**src/rtl/seq_divider.sv**
```systemverilog
// -----------------------------------------------------------------------------
// seq_divider
// Iterative radix-2 restoring divider producing one quotient bit per clock.
// Handles signed (two's-complement) or unsigned operands; the sign is removed
// up front, the magnitudes are divided, and the signs are restored at the end.
// Division truncates toward zero and the remainder follows the dividend's sign.
//
// Optional build macro: DIV_EARLY_EXIT_EN
//   When defined, an operation whose divisor magnitude exceeds the dividend
//   magnitude skips the iteration phase (quotient 0, remainder = dividend).
//   Results are identical either way; only latency changes.
//
// Ports:
//   clk          in   clock, all state updates on the rising edge
//   reset        in   synchronous active-high reset, aborts any operation
//   start        in   request, sampled only while idle
//   is_signed    in   1 = two's-complement operands, captured with start
//   dividend     in   [WIDTH-1:0] captured on accepted start
//   divisor      in   [WIDTH-1:0] captured on accepted start
//   busy         out  high from the edge after start is accepted until done
//   done         out  one-cycle pulse, results valid then and held afterwards
//   quotient     out  [WIDTH-1:0] result quotient
//   remainder    out  [WIDTH-1:0] result remainder
//   div_by_zero  out  set with done when the divisor was zero, held with results
// -----------------------------------------------------------------------------
module seq_divider #(
    parameter int WIDTH = 32
) (
    input  logic             clk,
    input  logic             reset,
    input  logic             start,
    input  logic             is_signed,
    input  logic [WIDTH-1:0] dividend,
    input  logic [WIDTH-1:0] divisor,
    output logic             busy,
    output logic             done,
    output logic [WIDTH-1:0] quotient,
    output logic [WIDTH-1:0] remainder,
    output logic             div_by_zero
);

    localparam int CW = $clog2(WIDTH);
    localparam logic [CW-1:0] CNT_LAST = CW'(WIDTH - 1);
    localparam logic [CW-1:0] CNT_ONE  = {{(CW-1){1'b0}}, 1'b1};
    localparam logic [WIDTH-1:0] ONE_W = {{(WIDTH-1){1'b0}}, 1'b1};

    typedef enum logic [1:0] {
        IDLE = 2'd0,
        PREP = 2'd1,
        CALC = 2'd2,
        FIX  = 2'd3
    } state_t;

    // Two's-complement negate when neg is set, pass-through otherwise.
    function automatic logic [WIDTH-1:0] cond_neg(input logic [WIDTH-1:0] v,
                                                  input logic             neg);
        cond_neg = neg ? (~v + ONE_W) : v;
    endfunction

    state_t           state_r;
    logic [WIDTH-1:0] dvd_raw_r;   // dividend as captured
    logic [WIDTH-1:0] dvs_raw_r;   // divisor as captured
    logic             signed_r;
    logic [WIDTH-1:0] q_r;         // dividend magnitude shifting out, quotient shifting in
    logic [WIDTH-1:0] rem_r;       // partial remainder (always < divisor magnitude)
    logic [WIDTH-1:0] dvs_mag_r;
    logic             neg_q_r;
    logic             neg_rem_r;
    logic             dbz_r;
    logic [CW-1:0]    count_r;

    logic             dvd_neg_s;
    logic             dvs_neg_s;
    logic [WIDTH-1:0] dvd_mag_s;
    logic [WIDTH-1:0] dvs_mag_s;
    logic             dvs_zero_s;
    logic             early_s;
    logic [WIDTH:0]   shifted_s;
    logic [WIDTH:0]   trial_s;

    assign dvd_neg_s  = signed_r & dvd_raw_r[WIDTH-1];
    assign dvs_neg_s  = signed_r & dvs_raw_r[WIDTH-1];
    assign dvd_mag_s  = cond_neg(dvd_raw_r, dvd_neg_s);
    assign dvs_mag_s  = cond_neg(dvs_raw_r, dvs_neg_s);
    assign dvs_zero_s = (dvs_raw_r == {WIDTH{1'b0}});

`ifdef DIV_EARLY_EXIT_EN
    assign early_s = (dvs_mag_s > dvd_mag_s);
`else
    assign early_s = 1'b0;
`endif

    // The shifted remainder is below twice the divisor magnitude, so a
    // WIDTH+1 bit difference is exact and its MSB is the borrow/sign.
    assign shifted_s = {rem_r, q_r[WIDTH-1]};
    assign trial_s   = shifted_s - {1'b0, dvs_mag_r};

    // Control FSM, datapath registers and registered outputs.
    always_ff @(posedge clk) begin
        if (reset) begin
            state_r     <= IDLE;
            dvd_raw_r   <= {WIDTH{1'b0}};
            dvs_raw_r   <= {WIDTH{1'b0}};
            signed_r    <= 1'b0;
            q_r         <= {WIDTH{1'b0}};
            rem_r       <= {WIDTH{1'b0}};
            dvs_mag_r   <= {WIDTH{1'b0}};
            neg_q_r     <= 1'b0;
            neg_rem_r   <= 1'b0;
            dbz_r       <= 1'b0;
            count_r     <= {CW{1'b0}};
            busy        <= 1'b0;
            done        <= 1'b0;
            quotient    <= {WIDTH{1'b0}};
            remainder   <= {WIDTH{1'b0}};
            div_by_zero <= 1'b0;
        end else begin
            done <= 1'b0;
            case (state_r)
                IDLE: begin
                    if (start) begin
                        dvd_raw_r <= dividend;
                        dvs_raw_r <= divisor;
                        signed_r  <= is_signed;
                        busy      <= 1'b1;
                        state_r   <= PREP;
                    end else begin
                        state_r   <= IDLE;
                    end
                end
                PREP: begin
                    rem_r     <= {WIDTH{1'b0}};
                    count_r   <= {CW{1'b0}};
                    q_r       <= dvd_mag_s;
                    dvs_mag_r <= dvs_mag_s;
                    neg_q_r   <= dvd_neg_s ^ dvs_neg_s;
                    neg_rem_r <= dvd_neg_s;
                    dbz_r     <= 1'b0;
                    // Bypass paths preload the final values with no sign fix-up.
                    if (dvs_zero_s) begin
                        q_r       <= {WIDTH{1'b1}};
                        rem_r     <= dvd_raw_r;
                        neg_q_r   <= 1'b0;
                        neg_rem_r <= 1'b0;
                        dbz_r     <= 1'b1;
                        state_r   <= FIX;
                    end else if (early_s) begin
                        q_r       <= {WIDTH{1'b0}};
                        rem_r     <= dvd_raw_r;
                        neg_q_r   <= 1'b0;
                        neg_rem_r <= 1'b0;
                        state_r   <= FIX;
                    end else begin
                        state_r   <= CALC;
                    end
                end
                CALC: begin
                    rem_r   <= trial_s[WIDTH] ? shifted_s[WIDTH-1:0] : trial_s[WIDTH-1:0];
                    q_r     <= {q_r[WIDTH-2:0], ~trial_s[WIDTH]};
                    count_r <= count_r + CNT_ONE;
                    if (count_r == CNT_LAST) begin
                        state_r <= FIX;
                    end else begin
                        state_r <= CALC;
                    end
                end
                FIX: begin
                    quotient    <= cond_neg(q_r, neg_q_r);
                    remainder   <= cond_neg(rem_r, neg_rem_r);
                    div_by_zero <= dbz_r;
                    done        <= 1'b1;
                    busy        <= 1'b0;
                    state_r     <= IDLE;
                end
                default: begin
                    state_r <= IDLE;
                    busy    <= 1'b0;
                end
            endcase
        end
    end

endmodule

```
**config.mk**
```make
export PLATFORM = sky130hd
export DESIGN_NAME = seq_divider
export DESIGN_NICKNAME = d
export VERILOG_FILES = /design/src/rtl/seq_divider.sv
export SDC_FILE = /design/constraint.sdc
export NUM_CORES = 1
export LEC_CHECK = 0
export CORE_MARGIN = 1.5
export CORE_UTILIZATION = 60
export DETAILED_ROUTE_END_ITERATION = 6
export HOLD_SLACK_MARGIN = 0.06
export PLACE_DENSITY = 0.83
export SLEW_MARGIN = 10
export SYNTH_ARGS = -nofsm -noshare
export SYNTH_HDL_FRONTEND = slang
export SYNTH_SLANG_ARGS = --single-unit
```
**constraint.sdc**
```tcl
create_clock -name clk -period 9.37 [get_ports clk]
set_input_delay 2.3425 -clock clk [delete_from_list [all_inputs] [get_ports clk]]
set_output_delay 2.3425 -clock clk [all_outputs]
set_load 0.01 [all_outputs]
```
==> results of run 1 <==
[synth_stat cells, drive strengths merged (11+ instances only)]
| master | n | area [um2] |
|---|---|---|
| buf | 21 | 128.9 |
| dfxtp | 238 | 4765 |
| xor2 | 98 | 858.3 |
| nand2b | 37 | 231.5 |
| mux2i | 33 | 330.3 |
| inv | 54 | 202.7 |
| nor2 | 165 | 629.4 |
| nand3 | 14 | 75.07 |
| clkbuf | 88 | 330.3 |
| a211oi | 89 | 668.1 |
| o21ai | 66 | 349.1 |
| or4 | 11 | 101.3 |
| xnor2 | 45 | 394.1 |
| ha | 42 | 525.5 |
| o31ai | 26 | 195.2 |
| nand2 | 225 | 852.1 |
| o221ai | 27 | 292.8 |
| or3 | 19 | 118.9 |
| nor2b | 31 | 193.9 |
| nor3 | 28 | 151.4 |
| o41ai | 14 | 122.6 |
| a21oi | 187 | 939.7 |
| o22ai | 19 | 118.9 |
[power by group]
part	switching [mW]	internal (mW)	total, mW	leakage, nW
clock	0.412	0.636	1.05	0.423
sequential	0.164	1.14	1.31	1.94
combinational	0.967	0.642	1.61	3.31
[placed cells by master (no fill, tap or decap), types with 13 or more instances in the layout]
master	instances
or3_1	19
o22ai_1	19
xor2_1	98
o31ai_1	26
clkdlybuf4s50_1	133
o41ai_1	14
a211oi_1	89
nor2b_1	31
xnor2_1	45
clkbuf_16	27
nor3_1	27
o21ai_0	55
dfxtp_1	238
nor2_1	163
a21oi_1	186
ha_1	39
mux2i_1	33
nand3_1	13
inv_1	53
nand2_1	223
nand2b_1	37
o221ai_1	18
[metal layers]
layer,global-route usage [%],part of all wire (%),vias up
met5,0,0,-
met4,8.645,2.6,0
met3,4.010,7.6,79
met2,46.46,44,492
met1,41.89,45,5695
li1,-,-,6043
[logic make-up after synthesis]
group,count (synthesis)
flops,238
fa+ha+maj,43
simple gates,573
compound gates,485
xor+xnor,143
buf+inv,163
mux,33
[per-stage QoR]
step                utilization (%)  worst slack [ns]
floorplan                         -             5.935
global placement              67.35             4.428
detailed placement            67.35             4.352
CTS                           71.30             4.892
global route                  71.30             4.664
finish                        71.30             4.805
[state kept, by name, indices dropped and copies added, names as in the netlist]
register and cells:
busy 1, count_r 5, dbz_r 1, div_by_zero 1
done 1, dvd_raw_r 32, dvs_mag_r 32, dvs_raw_r 32
neg_q_r 1, neg_rem_r 1, q_r 32, quotient 32
rem_r 32, remainder 32, signed_r 1, state_r 2
[final cells by class]
cell class	instances	share of cell area (%)
sequential	238	30.62
clock inverter	6	0.6995
inverter	54	1.303
timing repair buffer	142	9.013
tap	280	2.251
multi-input combinational	1277	51.27
clock buffer	37	4.840
[path summary, 6_finish.rpt]
check | slack (ns) | end | startpoint | cells past startpoint
min reg2reg | 0.47 | dvs_mag_r[31]$_SDFFE_PP0P_ | dvs_mag_r[31]$_SDFFE_PP0P_ | 2
min | 0.47 | dvs_mag_r[31]$_SDFFE_PP0P_ | dvs_mag_r[31]$_SDFFE_PP0P_ | 2
max reg2reg | 5.70 | rem_r[29]$_SDFFE_PP0P_ | rem_r[0]$_SDFFE_PP0P_ | 11
max | 4.80 | rem_r[29]$_SDFFE_PP0P_ | reset | 6
[worst reg2reg max path: cells and delay by family (launching register included)]
family	cells	cell delay [ns]
AOI/OAI and AO/OA	5	1.17
adders and majority gates	1	0.47
buffers and inverters	1	0.17
DFF	1	0.52
and+or+nand+nor	4	1.26
==> results.yml, run 1 <==
drt:
  vias: 12309
  drtIter0Drc: 1015
  antenna_left: 0
  drt-pass1-iter-count: 5
  drc: 0
  vias_per_cell: 6.052
  totalWireLength_um: 35340
  wl_per_cell_um: 17.37
power_and_ir_drop:
  p_total_mw: 3.965
  p_per_area_mw_per_mm2: 254.8
  ir_worst_vdd_mv: 0.2187
  power.leakage_nw: 5.674
worst_setup_path:
  cp_slowest_cell: "buf_4"
  required_ns: 9.79
  crit_family: "buffers and inverters"
  startpoint_type: "input pin"
  crit_fanout: 137
  arrival_ns: 4.98
  worst-path-buf-inv: 2
  cpPeakStageDelay_ns: 0.83
  crit_chain: "buf_6, buf_4, nor2_1, a22o_1, a31oi_1, o21ai_2"
  endpoint_kind: "flop"
  critPathKind: "in -> reg"
logic_synthesis:
  synthesis.nets: 1789
  synth_top_family_by_area: "compound AO/OA/AOI/OAI gates"
  synth-simple-area-share_pct: 20.02
  synth-edff-count: 0
  syn_avg_cell_area_um2: 7.976
  synth-seq-cells: 238
  synth_top_flop_cell: "dfxtp_1"
  synth_xor_area_share_pct: 9.358
  synthAdderAreaFrac_pct: 4.076
  ys_seq_area_share_pct: 35.60
  synth_compound_area_share_pct: 23.53
  muxShareOfSynthArea_pct: 2.468
  async_reset_ff_share_pct: 0
  ys_warn_count: 0
  syn_area_mm2: 0.01338
  yosysUniqueCellTypes: 72
  synth_cells: 1678
clock_network:
  cts_sinks: 238
  cts_buffers: 26
  clkLatencyLatePin_ns: 0.54
  cts-root-buf: "clkbuf_16"
  h-tree-depth: 1
  clockBufferDepth: 3
  cts_tree: "done"
  hold_buffers: 0
  cts.clk_slew.worst_paths_ns: 0.06
  post-cts-setup-buffer-count: 0
  cts_resized: 0
sta:
  holdWs_ns: 0.4733
  drv_slew: 0
  finalCritPeriodShare_pct: 48.72
  fmax_mhz: 219.1
  relSlewSlack_pct: 10.04
  finalWorstPathRequiredPeriod_ns: 4.565
  hold_viol: 0
  finalSetupTns_ns: 0
  tightest_slew_ns: 1.339
  setup_viol: 0
  grt_setup_unrepaired: "no"
  fin_worst_skew_ns: 0.009739
global_routing:
  grt_pass1_vias: 11176
  grt_max_degree: 138
  track_usage_pct: 29.42
  overflow: 0
  antenna_found_initial: 0
  grt_first_pass_wirelength_um: 57330
layout:
  n_antenna_cell: 0
  stdcell_count: 2034
  area_delta_synth_final_pct: 16.27
  fin_area_mm2: 0.01556
  drive_above_1_share_pct: 5.131
  nFillCells: 1764
  num-nets-final: 1850
  multi_input_area_mm2: 0.007979
  regArea_mm2: 0.004765
placed_design:
  place_inst: 1991
  gp_congestion: 0.9443
  post_dp_cell_area_mm2: 0.01470
  place_hpwl_um: 25270
  port_buffers: 134
die:
  start_util_pct: 61.33
  dieArea_mm2: 0.02321
  io_pins: 135
  die_height_um: 152.4
  fp-row-count: 54
  fp.coreArea_mm2: 0.02182
  die_x_um: 152.4
run:
  maxCapViolCount: 0
run_status:
  outcome: "completed"
worst_hold_path:
  hold_class: "reg -> reg"
Power figures use the tool's default switching activity.
==> run 2, diff against run 1 <==
--- a/config.mk
+++ b/config.mk
@@ -6,10 +6,10 @@
 export NUM_CORES = 1
 export LEC_CHECK = 0
 export CORE_MARGIN = 1.5
-export CORE_UTILIZATION = 60
+export CORE_UTILIZATION = 52
 export DETAILED_ROUTE_END_ITERATION = 6
 export HOLD_SLACK_MARGIN = 0.06
-export PLACE_DENSITY = 0.83
+export PLACE_DENSITY = 0.77
 export SLEW_MARGIN = 10
 export SYNTH_ARGS = -nofsm -noshare
 export SYNTH_HDL_FRONTEND = slang
==> constraint.sdc (replaced) <==
create_clock -name clk -period 3.75 [get_ports clk]
set_input_delay 0.9375 -clock clk [delete_from_list [all_inputs] [get_ports clk]]
set_output_delay 0.9375 -clock clk [all_outputs]
set_load 0.01 [all_outputs]
==> run 2 against run 1 <==
  * Global-route usage decreased by 1.9 points
  * Worst setup slack worse by 4.5 ns
  * Sequential cell count stayed put
  * Clock power rose to 2.5 times the previous value
  * Sequential power up 150%
  * Non-clock buffer count is 16 higher
  * Sequential share of layout area shrank 0.43 points
  * Largest power group unchanged
==> results.yml, run 2 (synthesis gave the netlist of run 1 again) <==
sta:
  tightest_slew_ns: 1.012
  finalWorstPathRequiredPeriod_ns: 3.453
  grt_setup_unrepaired: "no"
  hold_viol: 0
  relSlewSlack_pct: 32.43
  fin_worst_skew_ns: 0.02015
  fmax_mhz: 289.6
  finalSetupTns_ns: 0
  setup_viol: 0
  finalCritPeriodShare_pct: 92.08
  drv_slew: 0
layout:
  final_common_cell: "dfxtp_1"
  drive_above_1_share_pct: 6.373
  area_delta_synth_final_pct: 17.91
  fin_area_mm2: 0.01578
  nFillCells: 2211
  utilization_pct: 62.49
  num-nets-final: 1865
  n_antenna_cell: 0
  final_cell_mix: "dfxtp_1, nand2_1, a21oi_1"
die:
  start_util_pct: 53.00
  die_x_um: 163.4
  fp.coreArea_mm2: 0.02525
  fp-row-count: 58
  dieArea_mm2: 0.02671
  io_pins: 135
  die_height_um: 163.4
worst_setup_path:
  crit_family: "simple AND/OR/NAND/NOR gates"
  r2r.worst_path.cells: 12
  crit_cells: 12
  cpPeakStageDelay_ns: 0.51
  r2r-end: "rem_r[29]$_SDFFE_PP0P_"
  critPathKind: "reg -> reg"
  crit_path_end: "rem_r[29]$_SDFFE_PP0P_"
  r2r_start: "q_r[31]$_SDFFE_PP0P_"
  crit_start: "q_r[31]$_SDFFE_PP0P_"
  cp_slowest_cell: "and2_4"
  worst-path-buf-inv: 1
  required_ns: 4.21
  crit_fanout: 30
  startpoint_type: "flop"
  r2r_slack_ns: 0.30
  endpoint_kind: "flop"
  arrival_ns: 3.91
  crit_chain: "inv_1, ha_1, fa_1, nand2b_1, a21o_1, a31oi_2, o21bai_2, a2111oi_2, or3_1, and2_4, nand2_1, o21ai_2"
run:
  maxCapViolCount: 0
drt:
  vias_per_cell: 5.829
  antenna_left: 0
  totalWireLength_um: 36580
  drtIter0Drc: 1030
  wl_per_cell_um: 17.39
  drc: 0
  drt-pass1-iter-count: 5
  vias: 12259
power_and_ir_drop:
  power.leakage_nw: 5.778
  p_per_area_mw_per_mm2: 631.8
  p_total_mw: 9.971
  ir_worst_vdd_mv: 0.3767
placed_design:
  place_hpwl_um: 26810
  gp_congestion: 0.9773
  post_dp_cell_area_mm2: 0.01491
  port_buffers: 134
clock_network:
  cts_sinks: 238
  cts_resized: 0
  hold_buffers: 0
  cts_buffers: 25
  post-cts-setup-buffer-count: 0
  cts.clk_slew.worst_paths_ns: 0.07
  cts_tree: "done"
  h-tree-depth: 1
  clockBufferDepth: 3
  clkLatencyLatePin_ns: 0.54
  cts-root-buf: "clkbuf_16"
worst_hold_path:
  hold_class: "reg -> reg"
global_routing:
  overflow: 0
  grt_max_degree: 161
  grt_first_pass_wirelength_um: 59070
  antenna_found_initial: 0
  grt_pass1_vias: 11254
  track_usage_pct: 27.48
run_status:
  outcome: "completed"
==> run 2: worst min-delay path by stage <==
stage                               startpoint                         end  slack (ns)  cells after the start
floorplan                 q_r[31]$_SDFFE_PP0P_        q_r[31]$_SDFFE_PP0P_        0.44                      2
global placement            dbz_r$_SDFFE_PP0P_          dbz_r$_SDFFE_PP0P_        0.46                      2
detailed placement  dvs_mag_r[31]$_SDFFE_PP0P_  dvs_mag_r[31]$_SDFFE_PP0P_        0.46                      2
CTS                 dvs_mag_r[31]$_SDFFE_PP0P_  dvs_mag_r[31]$_SDFFE_PP0P_        0.47                      2
global route         dvs_raw_r[4]$_SDFFE_PP0P_   dvs_raw_r[4]$_SDFFE_PP0P_        0.50                      2
finish              dvs_mag_r[31]$_SDFFE_PP0P_  dvs_mag_r[31]$_SDFFE_PP0P_        0.47                      2
==> run 2: where the power goes <==
part	internal [mW]	switching (mW)	total, mW
clock	1.57	1.07	2.64
sequential	2.86	0.405	3.26
combinational	1.64	2.43	4.07
total	6.07	3.90	9.97
==> run 2: area by class of cell <==
cell class	instances	area [um2]	area share, %
Clock buffer	34	729.5	4.622
Clock inverter	12	145.1	0.9197
Inverter	54	202.7	1.284
Multi-Input combinational cell	1277	7979	50.56
Sequential cell	238	4765	30.19
Tap cell	330	412.9	2.616
Timing Repair Buffer	158	1548	9.807
==> run 2: tightest hold or removal path: cells and delay by family (launching register included) <==
kind,cells,cell delay [ns]
flip-flops,1,0.31
AND/OR/NAND/NOR,1,0.06
AO/OA/AOI/OAI,1,0.05
==> run 2: layer usage <==
| metal | routed length [um] | track usage, % |
|---|---|---|
| met5 | 0 | 0 |
| met4 | 1222 | 9.466 |
| met3 | 2568 | 3.733 |
| met2 | 15780 | 42.32 |
| met1 | 17010 | 39.24 |
==> run 2: per-stage QoR <==
stage | setup slack [ns] | hold WS, ns | cells
detailed placement | 0.3309 | 0.4617 | 2057
global placement | 0.4571 | 0.4575 | 2057
floorplan | 0.7277 | 0.4389 | 1678
CTS | 0.3180 | 0.4710 | 2103
finish | 0.2969 | 0.4729 | 2103
global route | 0.07262 | 0.5022 | 2103
